--- src/rtl/instr_fetch_unit.sv ---
// instr_fetch_unit
//   Reader side of program_rom. Owns the program counter, drives the ROM
//   address and captures each fetched word into a one-entry output stage
//   that is handed to the decoder over a valid/ready handshake. Supports
//   redirect (jump/branch) and halt.
//
// Ports
//   clk, rst_n    clock (rising edge), asynchronous active-low reset
//   run           fetch enable
//   rom_addr      address to program_rom (the pc register)
//   rom_data      combinational read data from program_rom
//   inst          registered instruction to the decoder
//   inst_pc       address inst was fetched from
//   inst_valid    inst/inst_pc hold a valid word
//   inst_ready    decoder accepts the word this cycle
//   redirect      load redirect_pc and flush the output stage
//   redirect_pc   redirect target
//   halted        high while in the HALTED state
//   fetch_count   words accepted by the decoder, saturating
module instr_fetch_unit #(
  parameter int unsigned ADDR_W  = 3,
  parameter int unsigned INST_W  = 16,
  parameter logic [3:0]  HALT_OP = 4'b1110,
  parameter bit          WRAP_EN = 1'b1
) (
  input  logic              clk,
  input  logic              rst_n,
  input  logic              run,
  output logic [ADDR_W-1:0] rom_addr,
  input  logic [INST_W-1:0] rom_data,
  output logic [INST_W-1:0] inst,
  output logic [ADDR_W-1:0] inst_pc,
  output logic              inst_valid,
  input  logic              inst_ready,
  input  logic              redirect,
  input  logic [ADDR_W-1:0] redirect_pc,
  output logic              halted,
  output logic [15:0]       fetch_count
);

  localparam int unsigned CNT_W = 16;
  localparam logic [ADDR_W-1:0] PC_MAX  = '1;
  localparam logic [CNT_W-1:0]  CNT_MAX = '1;

  typedef enum logic [1:0] {
    S_IDLE   = 2'd0,
    S_FETCH  = 2'd1,
    S_HALTED = 2'd2
  } state_t;

  state_t              state_q, state_d;
  logic [ADDR_W-1:0]   pc_q, pc_d;
  logic [INST_W-1:0]   inst_q, inst_d;
  logic [ADDR_W-1:0]   inst_pc_q, inst_pc_d;
  logic                inst_valid_q, inst_valid_d;
  logic                halted_q, halted_d;
  logic [CNT_W-1:0]    fetch_count_q, fetch_count_d;

  logic                xfer_c;
  logic                load_c;
  logic                last_addr_c;
  logic                halt_hit_c;

  // Next-state and datapath: redirect overrides everything, otherwise a
  // load happens whenever fetching is allowed and the output slot is free.
  always_comb begin
    state_d       = state_q;
    pc_d          = pc_q;
    inst_d        = inst_q;
    inst_pc_d     = inst_pc_q;
    inst_valid_d  = inst_valid_q;
    halted_d      = halted_q;
    fetch_count_d = fetch_count_q;

    xfer_c      = inst_valid_q && inst_ready;
    // IDLE with run high loads on the same edge it moves to FETCH, giving
    // one-cycle latency from run to inst_valid.
    load_c      = (state_q != S_HALTED) && run && (!inst_valid_q || inst_ready);
    last_addr_c = !WRAP_EN && (pc_q == PC_MAX);
    halt_hit_c  = (rom_data[INST_W-1 -: 4] == HALT_OP) || last_addr_c;

    if (redirect) begin
      // The word offered this cycle is dropped, so no count update here.
      pc_d         = redirect_pc;
      inst_valid_d = 1'b0;
      halted_d     = 1'b0;
      state_d      = run ? S_FETCH : S_IDLE;
    end else begin
      if (xfer_c && (fetch_count_q != CNT_MAX)) begin
        fetch_count_d = fetch_count_q + CNT_W'(1);
      end

      if (load_c) begin
        inst_d       = rom_data;
        inst_pc_d    = pc_q;
        inst_valid_d = 1'b1;
        // Without wrap the pc parks at the last address.
        pc_d         = last_addr_c ? pc_q : pc_q + ADDR_W'(1);
        state_d      = halt_hit_c ? S_HALTED : S_FETCH;
        halted_d     = halt_hit_c;
      end else begin
        if (xfer_c) begin
          inst_valid_d = 1'b0;
        end
        unique case (state_q)
          S_IDLE:   if (run)  state_d = S_FETCH;
          S_FETCH:  if (!run) state_d = S_IDLE;
          S_HALTED: state_d = S_HALTED;
          default:  state_d = S_IDLE;
        endcase
      end
    end
  end

  // State and output registers.
  always_ff @(posedge clk or negedge rst_n) begin
    if (!rst_n) begin
      state_q       <= S_IDLE;
      pc_q          <= '0;
      inst_q        <= '0;
      inst_pc_q     <= '0;
      inst_valid_q  <= 1'b0;
      halted_q      <= 1'b0;
      fetch_count_q <= '0;
    end else begin
      state_q       <= state_d;
      pc_q          <= pc_d;
      inst_q        <= inst_d;
      inst_pc_q     <= inst_pc_d;
      inst_valid_q  <= inst_valid_d;
      halted_q      <= halted_d;
      fetch_count_q <= fetch_count_d;
    end
  end

  assign rom_addr    = pc_q;
  assign inst        = inst_q;
  assign inst_pc     = inst_pc_q;
  assign inst_valid  = inst_valid_q;
  assign halted      = halted_q;
  assign fetch_count = fetch_count_q;

endmodule

--- config.mk ---
export PLATFORM = sky130hd
export DESIGN_NAME = instr_fetch_unit
export DESIGN_NICKNAME = d
export VERILOG_FILES = /design/src/rtl/instr_fetch_unit.sv
export SDC_FILE = /design/constraint.sdc
export NUM_CORES = 1
export LEC_CHECK = 0
export CORE_UTILIZATION = 36
export DETAILED_ROUTE_END_ITERATION = 10
export PLACE_DENSITY = 0.67
export SLEW_MARGIN = 20
export SYNTH_ARGS = -nofsm -noshare
export SYNTH_HDL_FRONTEND = slang
export SYNTH_SLANG_ARGS = --single-unit
--- constraint.sdc ---
create_clock -name clk -period 1.7 [get_ports clk]
set_input_delay 0.255 -clock clk [delete_from_list [all_inputs] [get_ports clk]]
set_output_delay 0.255 -clock clk [all_outputs]
set_load 0.03 [all_outputs]
# Yosys cells after proc, flatten, opt, wreduce, memory -nomap -nowiden
# Index checks and enable logic that the tools add are counted.
op_classes:
  n_mux: 14
  bitwise_logic: 1
  n_reduce_logical: 12
  addsub: 2
  n_eq_ne: 7
ops:
  columns: ["op", "count"]
  rows:
  - ["16-bit by 1-bit adder with 16-bit output, second input constant", 1]
  - ["16-bit != test, second input constant", 1]
  - ["2-bit 2-to-1 mux", 5]
  - ["4-bit != test, second input constant", 2]
  - ["1-bit 2-to-1 mux", 6]
  - ["3-bit 2-to-1 mux", 2]
  - ["2-bit one-hot mux with 3 select lines", 1]
  - ["2-bit AND reduction", 3]
  - ["4-bit == test, second input constant", 1]
  - ["1-bit logical AND", 4]
  - ["3-bit by 1-bit adder with 3-bit output, second input constant", 1]
  - ["3-bit nonzero test", 1]
  - ["2-bit by 1-bit == test with 1-bit output, second input constant", 1]
  - ["2-bit == test, second input constant", 1]
  - ["2-bit zero test", 1]
  - ["2-bit != test, second input constant", 1]
  - ["2-bit nonzero test", 1]
  - ["1-bit zero test", 1]
  - ["1-bit logical OR", 1]
  - ["1-bit NOT", 1]
word_totals:
  ff_bits: 42
  in_bits: 24

# Logic depth before layout (Yosys ltp)
# Gate-level depths: netlist of the first run.
depth:
  depth_word: 5
  mapped_depth: 7
  ltp_nobuf: 6

# Worst setup path before layout of the first run
# Ideal clock, no wire load.
synth_timing:
  path_type: "register -> register"
  from: "reg fetch_count_q[0] (netlist: fetch_count[0])"
  to: "reg fetch_count_q[6] (netlist: fetch_count[6])"
  t_arrival_ns: 1.838
  t_required_ns: 1.564
  n_path_buf: 1
  stages_incl_launch_ff: 8
  period_less_slack_ns: 1.975
  slack_ns: -0.275
  path_cell_list: "dfrtp_1 ha_1 and4_1 nand4_2 o31a_1 buf_6 and3_1 xor2_1"
synth_between:
  elab_chain_cells: 3
  word_cells_on_any_way: 4
  classes_between: "1 x add/sub; 1 x eq/ne; 2 x reduce/logical"
synth_rtl:
  columns: ["item", "line_no", "source"]
  rows:
  - ["from (decl)", "57", "logic [CNT_W-1:0] fetch_count_q, fetch_count_d;"]
  - ["from (signal assigned)", "132", "fetch_count_q <= fetch_count_d;"]
  - ["parallel branches: the longest is 3 deep, another holds 16-bit by 1-bit adder with 16-bit output", null, null]
# Several ways; the timed one is not identified.
# A chain may end at the register's enable or synchronous reset.

# Worst setup path in the final report of the first run
layout_timing:
  from: "reg fetch_count_q[1] (netlist: fetch_count[1])"
  to: "reg fetch_count_q[6] (netlist: fetch_count[6])"
# The elaborated chain is that of the path after synthesis.

==> summary.txt, run 1 <==
Run status
  – Status: completed

Timing
  – Tcrit/Tclk final: 99.4%
  – RSZ-0062 raised after global routing: yes
  – Slew @ Worst Pin: 0.508 ns
  – Final number of max-transition violations: 0
  – Tmin final: 1.69 ns
  – Setup TNS: 0 ns
  – FMAX: 0.592 GHz
  – Final Hold Viols: 0
  – Slew HR: 66.1%
  – Skew final: 0.0101 ns
  – Endpoints failing setup: 0

Drt
  – Total Wirelength: 4.22 mm
  – Wl on met1: 1.93 mm
  – ANT nets after route: 0
  – Vias/cell: 4.70
  – DR WL met3: 236 um
  – Via count: 1,418
  – Highest Signal Layer: met4
  – Pre-Repair DR Iteration Count: 4
  – Routed length per instance: 14.0 um
  – Met2 routed wirelength: 1.97 mm
  – Residual DRC count: 0
  – Iter 0 DRT Violations: 61

Setup path
  – Critical path capture point type: register
  – Max FO, Critical Path: 4
  – Critical R2R Capture: fetch_count[6]$_DFFE_PN0P_
  – R2R depth: 7
  – Worst Path Class, Setup: register to register
  – Worst-case register-to-register setup slack: 0.01 ns
  – Worst Path Arrival: 1.85 ns
  – Required time worst endpoint: 1.86 ns
  – Crit start category: register
  – Reg2Reg Launch Point: fetch_count[1]$_DFFE_PN0P_

Clock network
  – Worst-path clk slew: 0.08 ns
  – Number of buffers created by CTS: 5
  – Clk Latency, worst-skew pair: 0.28 ns
  – Root Driver: clkbuf_8
  – H-tree levels: 2
  – CTS Sinks: 42
  – CTS tree: built
  – Clock buffer depth: 2

Power and ir drop
  – Pwr Density: 1050 mW/mm^2
  – Power Total: 3020 uW
  – Leakage power: 0.00137 uW
  – Peak supply drop: 0.641 mV

Floorplan
  – Total die area: 0.00525 mm^2
  – Die W: 72.5 um
  – CORE AREA: 0.00475 mm^2
  – Starting density of the core: 37.6%
  – Die Height: 72.5 um
  – Io pins: 64
  – # rows: 25

Cells and area
  – Area Growth Syn to Fin: 60.6%
  – Layout cell share with drive strength beyond 1: 26.0%
  – Final antenna diode count: 0
  – Final core occ: 60.4%
  – Nets: 260

Synthesis
  – Synth warnings: 0
  – Number of flops mapped to enable cells by yosys: 0
  – Sequential share of the synthesized area: 58.8%
  – Netlist cell types: 30
  – Average size of a mapped cell: 12.7 um^2
  – Predominant post-synthesis flop cell: dfrtp_1
  – Mapped Area: 0.00179 mm^2
  – Async S/R FF share, synth: 100%
  – Post-Syn Instances: 141
  – Seq cells post-synth: 42
  – Syn_nets: 167

GRT
  – Total grt overflow: 0
  – Initial antenna violation count: 0
  – First-pass GRT wire length: 6.99 mm
  – Largest net degree at the start of global routing: 23
  – Global Route Usage Sum: 17.4%
  – Vias in the first global route: 1,503

Placement
  – Post-DP HPWL: 3.06 mm
  – IO Port Bufs: 63
  – GP Congestion: 0.772

Job
  – Max-Cap Viols: 0

Worst hold path
  – HP Class: primary input to async pin
==> worst max path at each step <==
stage,start,to,slack [ns],depth (start not counted)
floorplan,fetch_count[0]$_DFFE_PN0P_,fetch_count[6]$_DFFE_PN0P_,-0.12,7
global placement,inst_ready,inst[2]$_DFFE_PN0P_,-0.06,6
detailed placement,inst_ready,inst[5]$_DFFE_PN0P_,-0.11,6
CTS,fetch_count[0]$_DFFE_PN0P_,fetch_count[3]$_DFFE_PN0P_,-0.05,7
global route,fetch_count[1]$_DFFE_PN0P_,fetch_count[6]$_DFFE_PN0P_,-0.05,7
finish,fetch_count[1]$_DFFE_PN0P_,fetch_count[6]$_DFFE_PN0P_,0.01,7
==> routing by layer <==
layer  vias to the layer above  GRT usage [%]
met3                        10           4.17
met4                         0           6.10
met5                         -              0
met1                       672           22.2
li1                        681              -
met2                        55           29.1
==> repair_timing <==
action,CTS,global route
gates resized for setup,11,11
buffers inserted,3,0
endpoints found under the hold margin,20,0
hold buffers,1,0
pin swaps,4,2
setup endpoints to repair,8,14
==> through the flow <==
step / worst slack, ns / cell area, um^2 / std cells / hold slack (ns)
after global placement: -0.0644 / 2690 / 290 / 0.229
after detailed placement: -0.106 / 2690 / 290 / 0.248
after floorplan: -0.124 / 1810 / 141 / -0.0406
final: 0.00951 / 2870 / 302 / 0.475
after CTS: -0.0460 / 2840 / 302 / 0.472
after global routing: -0.0541 / 2870 / 302 / 0.512
==> Yosys cell counts (2+ instances only) <==
cell type	count	area, um^2
a21oi_1	3	15.0
a31oi_1	2	12.5
and3_1	4	25.0
dfrtp_1	42	1050
ha_1	2	25.0
mux2_1	5	56.3
mux2_2	15	169
nand2_1	17	63.8
nand2b_1	2	12.5
nand3_1	6	30.0
nand4_1	3	18.8
nor2_1	6	22.5
o21ai_0	4	20.0
xnor2_1	9	78.8
xor2_1	6	52.6
==> cell usage in the layout, fill, tap and decap left out, types with 2 or more instances in the layout <==
master	instances
a21oi_1	3
buf_12	2
clkdlybuf4s50_1	49
buf_6	2
nand2_1	17
dlygate4sd2_1	7
dfrtp_1	38
dlymetal6s2s_1	6
nor2_1	6
and3_1	3
nand3_1	5
xor2_1	6
and4_4	2
xnor2_1	9
nand2b_1	2
buf_4	21
mux2_2	15
a31oi_1	2
o21ai_0	4
mux2_1	5
clkbuf_8	5
nand4_1	3
clkbuf_1	2
dfrtp_2	4
==> registers in the layout, indices dropped and copies added (netlist names) <==
name,cells
halted,1
inst_pc,3
rom_addr,3
inst,16
inst_valid,1
state_q,2
fetch_count,16
==> power breakdown <==
part | internal, uW | switching [uW] | leakage [uW]
Clock | 440 | 325 | 0.0000524
Combinational | 483 | 531 | 0.000788
Sequential | 1150 | 91.8 | 0.000526
Total | 2070 | 947 | 0.00137
==> cell families after synthesis <==
kind of cell / share of synthesized area, %
and+or+nand+nor: 13.3
adders and majority gates: 1.40
AOI/OAI and AO/OA: 4.06
muxes: 14.0
xor gates and xnor gates: 7.35
buffers and inverters: 1.12
DFF: 58.8
==> final cells by class <==
class / instances / area, um^2
clock inverters: 1 / 30.0
clock buffers: 7 / 76.3
flip-flops and latches: 42 / 1060
multi-input cells: 96 / 763
fillers: 361 / 1880
repair buffers: 89 / 862
well taps: 67 / 83.8
==> worst max-delay path, cell delays in order (launching register included) <==
cell and delay (ns):
dfrtp_2 0.39, ha_4 0.14, and4_4 0.22, nand4_4 0.10, o31a_1 0.29, buf_6 0.14
and3_4 0.16, xor2_1 0.13
Power figures use the tool's default switching activity.
==> run 2: changes to the inputs <==
- CTS_CLUSTER_SIZE: unset -> 30
==> results of run 2 <==
The final DEF is identical to that of run 1; final timing and power are the same.
==> run 3: changes to the inputs <==
- CORE_UTILIZATION: 36 -> 40
- HOLD_SLACK_MARGIN: unset -> 0.1
- PLACE_DENSITY: 0.67 -> 0.74
==> run 3 against run 2 <==
Compared with the run above:
- critical path type unchanged
- final area fell by 3.4%
- sequential share of layout area up 1.3 points
- sequential power hardly changed
- sequential cell count stayed put
- the run now ends with negative setup slack left
- fmax down 1.6%
==> summary.txt, run 3 (synthesis results as in run 1) <==
Setup path
  – Critical path capture point type: register
  – Critical Path Max Stage Delay: 0.39 ns
  – CP bufs+invs: 1
  – Worst Path Class, Setup: register to register
  – Worst Path Arrival: 1.90 ns
  – CP top delay family: simple AND/OR/NAND/NOR gates
  – Crit start category: register
  – Required time worst endpoint: 1.88 ns
  – Max FO, Critical Path: 10
  – Worst-case register-to-register setup slack: -0.02 ns
  – Crit-path cells: ha_4 -> and4_4 -> nand4_4 -> o31a_1 -> buf_6 -> and3_1 -> xor2_1
  – Critical path's slowest cell: dfrtp_2

Cells and area
  – Filler cells: 305
  – Finished Layout Cells: 279
  – Nets: 254
  – Most frequent cells in the layout: clkdlybuf4s50_1, dfrtp_1, nand2_1, buf_4, mux2_2
  – Final antenna diode count: 0
  – Area Growth Syn to Fin: 55.1%
  – Post-route cell area: 0.00277 mm^2
  – Most common cell after layout, fill and taps aside: clkdlybuf4s50_1
  – Layout cell share with drive strength beyond 1: 23.6%
  – Final core occ: 66.9%

Drt
  – Residual DRC count: 0
  – Pre-Repair DR Iteration Count: 4
  – Iter 0 DRT Violations: 49
  – Vias/cell: 5.16
  – Routed length per instance: 15.4 um
  – ANT nets after route: 0
  – Total Wirelength: 4.29 mm
  – Via count: 1,439

Worst hold path
  – HP Class: primary input to async pin

Timing
  – RSZ-0062 raised after global routing: yes
  – Final number of max-transition violations: 0
  – Tcrit/Tclk final: 101%
  – Skew final: 0.00702 ns
  – Final Hold Viols: 0
  – Slew @ Worst Pin: 0.402 ns
  – Tmin final: 1.72 ns
  – Slew HR: 73.2%
  – FMAX: 0.582 GHz
  – PnR worst setup slack: -0.0188 ns
  – Endpoints failing setup: 1

Floorplan
  – Die W: 68.9 um
  – Starting density of the core: 43.1%
  – CORE AREA: 0.00414 mm^2
  – # rows: 23
  – Die Height: 68.9 um
  – Io pins: 64
  – Total die area: 0.00474 mm^2

Clock network
  – CTS Sinks: 42
  – Clk Latency, worst-skew pair: 0.29 ns
  – Root Driver: clkbuf_8
  – Clock buffer depth: 2
  – CTS tree: built
  – H-tree levels: 2
  – Number of buffers created by CTS: 5
  – Worst-path clk slew: 0.08 ns

Job
  – Max-Cap Viols: 0

Power and ir drop
  – Pwr Density: 1090 mW/mm^2
  – Power Total: 3020 uW
  – Peak supply drop: 0.980 mV
  – Leakage power: 0.00137 uW

GRT
  – Largest net degree at the start of global routing: 26
  – Total grt overflow: 0
  – Vias in the first global route: 1,451
  – First-pass GRT wire length: 6.76 mm
  – Initial antenna violation count: 0
  – Global Route Usage Sum: 19.8%

Placement
  – GP Congestion: 0.775
  – Placed cell area: 0.00263 mm^2
  – Post-DP HPWL: 3.22 mm
  – IO Port Bufs: 63
  – Placed instance count: 270

Run status
  – Status: complete, but fails checks
  – Failing checks: negative setup slack
[run 3: cell count changes in the layout (fill, tap and decap cells not counted), moves of 2 or more]
cell | previous run | this run
clkbuf_1 | 2 | 0
clkdlybuf4s50_1 | 49 | 45
dlygate4sd2_1 | 7 | 10
clkinv_2 | 0 | 2
buf_4 | 21 | 17
[run 3: per-layer routing]
metal | part of all wire, % | track usage (%)
met5 | 0 | 0
met4 | 1.4 | 6.89
met3 | 5.9 | 4.77
met2 | 49 | 34.8
met1 | 43 | 23.5
[run 3: what timing repair did]
action / CTS / global route
hold buffers: 1 / 0
pin swaps: 0 / 1
setup endpoints to repair: 13 / 12
hold endpoints to repair: 17 / 0
gates resized for setup: 12 / 9
buffers inserted: 0 / 0
[run 3: path summary, 6_finish.rpt]
| kind | endpoint | cells past startpoint | from |
|---|---|---|---|
| setup / recovery | fetch_count[6]$_DFFE_PN0P_ | 7 | fetch_count[1]$_DFFE_PN0P_ |
| hold / removal | fetch_count[9]$_DFFE_PN0P_ | 2 | rst_n |
| setup reg to reg | fetch_count[6]$_DFFE_PN0P_ | 7 | fetch_count[1]$_DFFE_PN0P_ |
| hold reg to reg | inst[4]$_DFFE_PN0P_ | 1 | inst[4]$_DFFE_PN0P_ |
| max in group asynchronous | rom_addr[2]$_DFFE_PN0P_ | 3 | rst_n |
| min in group clk | inst[4]$_DFFE_PN0P_ | 1 | inst[4]$_DFFE_PN0P_ |
[run 3: cell type report]
cell class / count / area, um^2 / area share [%]
Clock buffer: 5 / 68.8 / 2.48
Clock inverter: 3 / 40.0 / 1.44
Multi-Input combinational cell: 96 / 746 / 26.9
Sequential cell: 42 / 1060 / 38.1
Tap cell: 50 / 62.6 / 2.26
Timing Repair Buffer: 83 / 800 / 28.8
[run 3: worst reg2reg max path: cells and delay by family (launching register included)]
family          cells  cell delay [ns]
simple gates        3             0.53
xor+xnor            1             0.14
buf+inv             1             0.14
fa+ha+maj           1             0.14
flops               1             0.39
compound gates      1             0.26
[run 3: power breakdown]
group          total (uW)  switching [uW]  internal [uW]
clock network         780             348            433
registers            1250            98.1           1150
logic                 997             522            474
[run 3: stage by stage]
step	hold WS (ns)	setup TNS (ns)	setup WS [ns]
2_1_floorplan	-0.0406	-0.286	-0.124
3_3_place_gp	0.194	-1.09	-0.0571
3_5_place_dp	0.206	-2.30	-0.132
4_1_cts	0.455	-0.0224	-0.0224
5_1_grt	0.468	-0.219	-0.0994
6_report	0.427	-0.0188	-0.0188
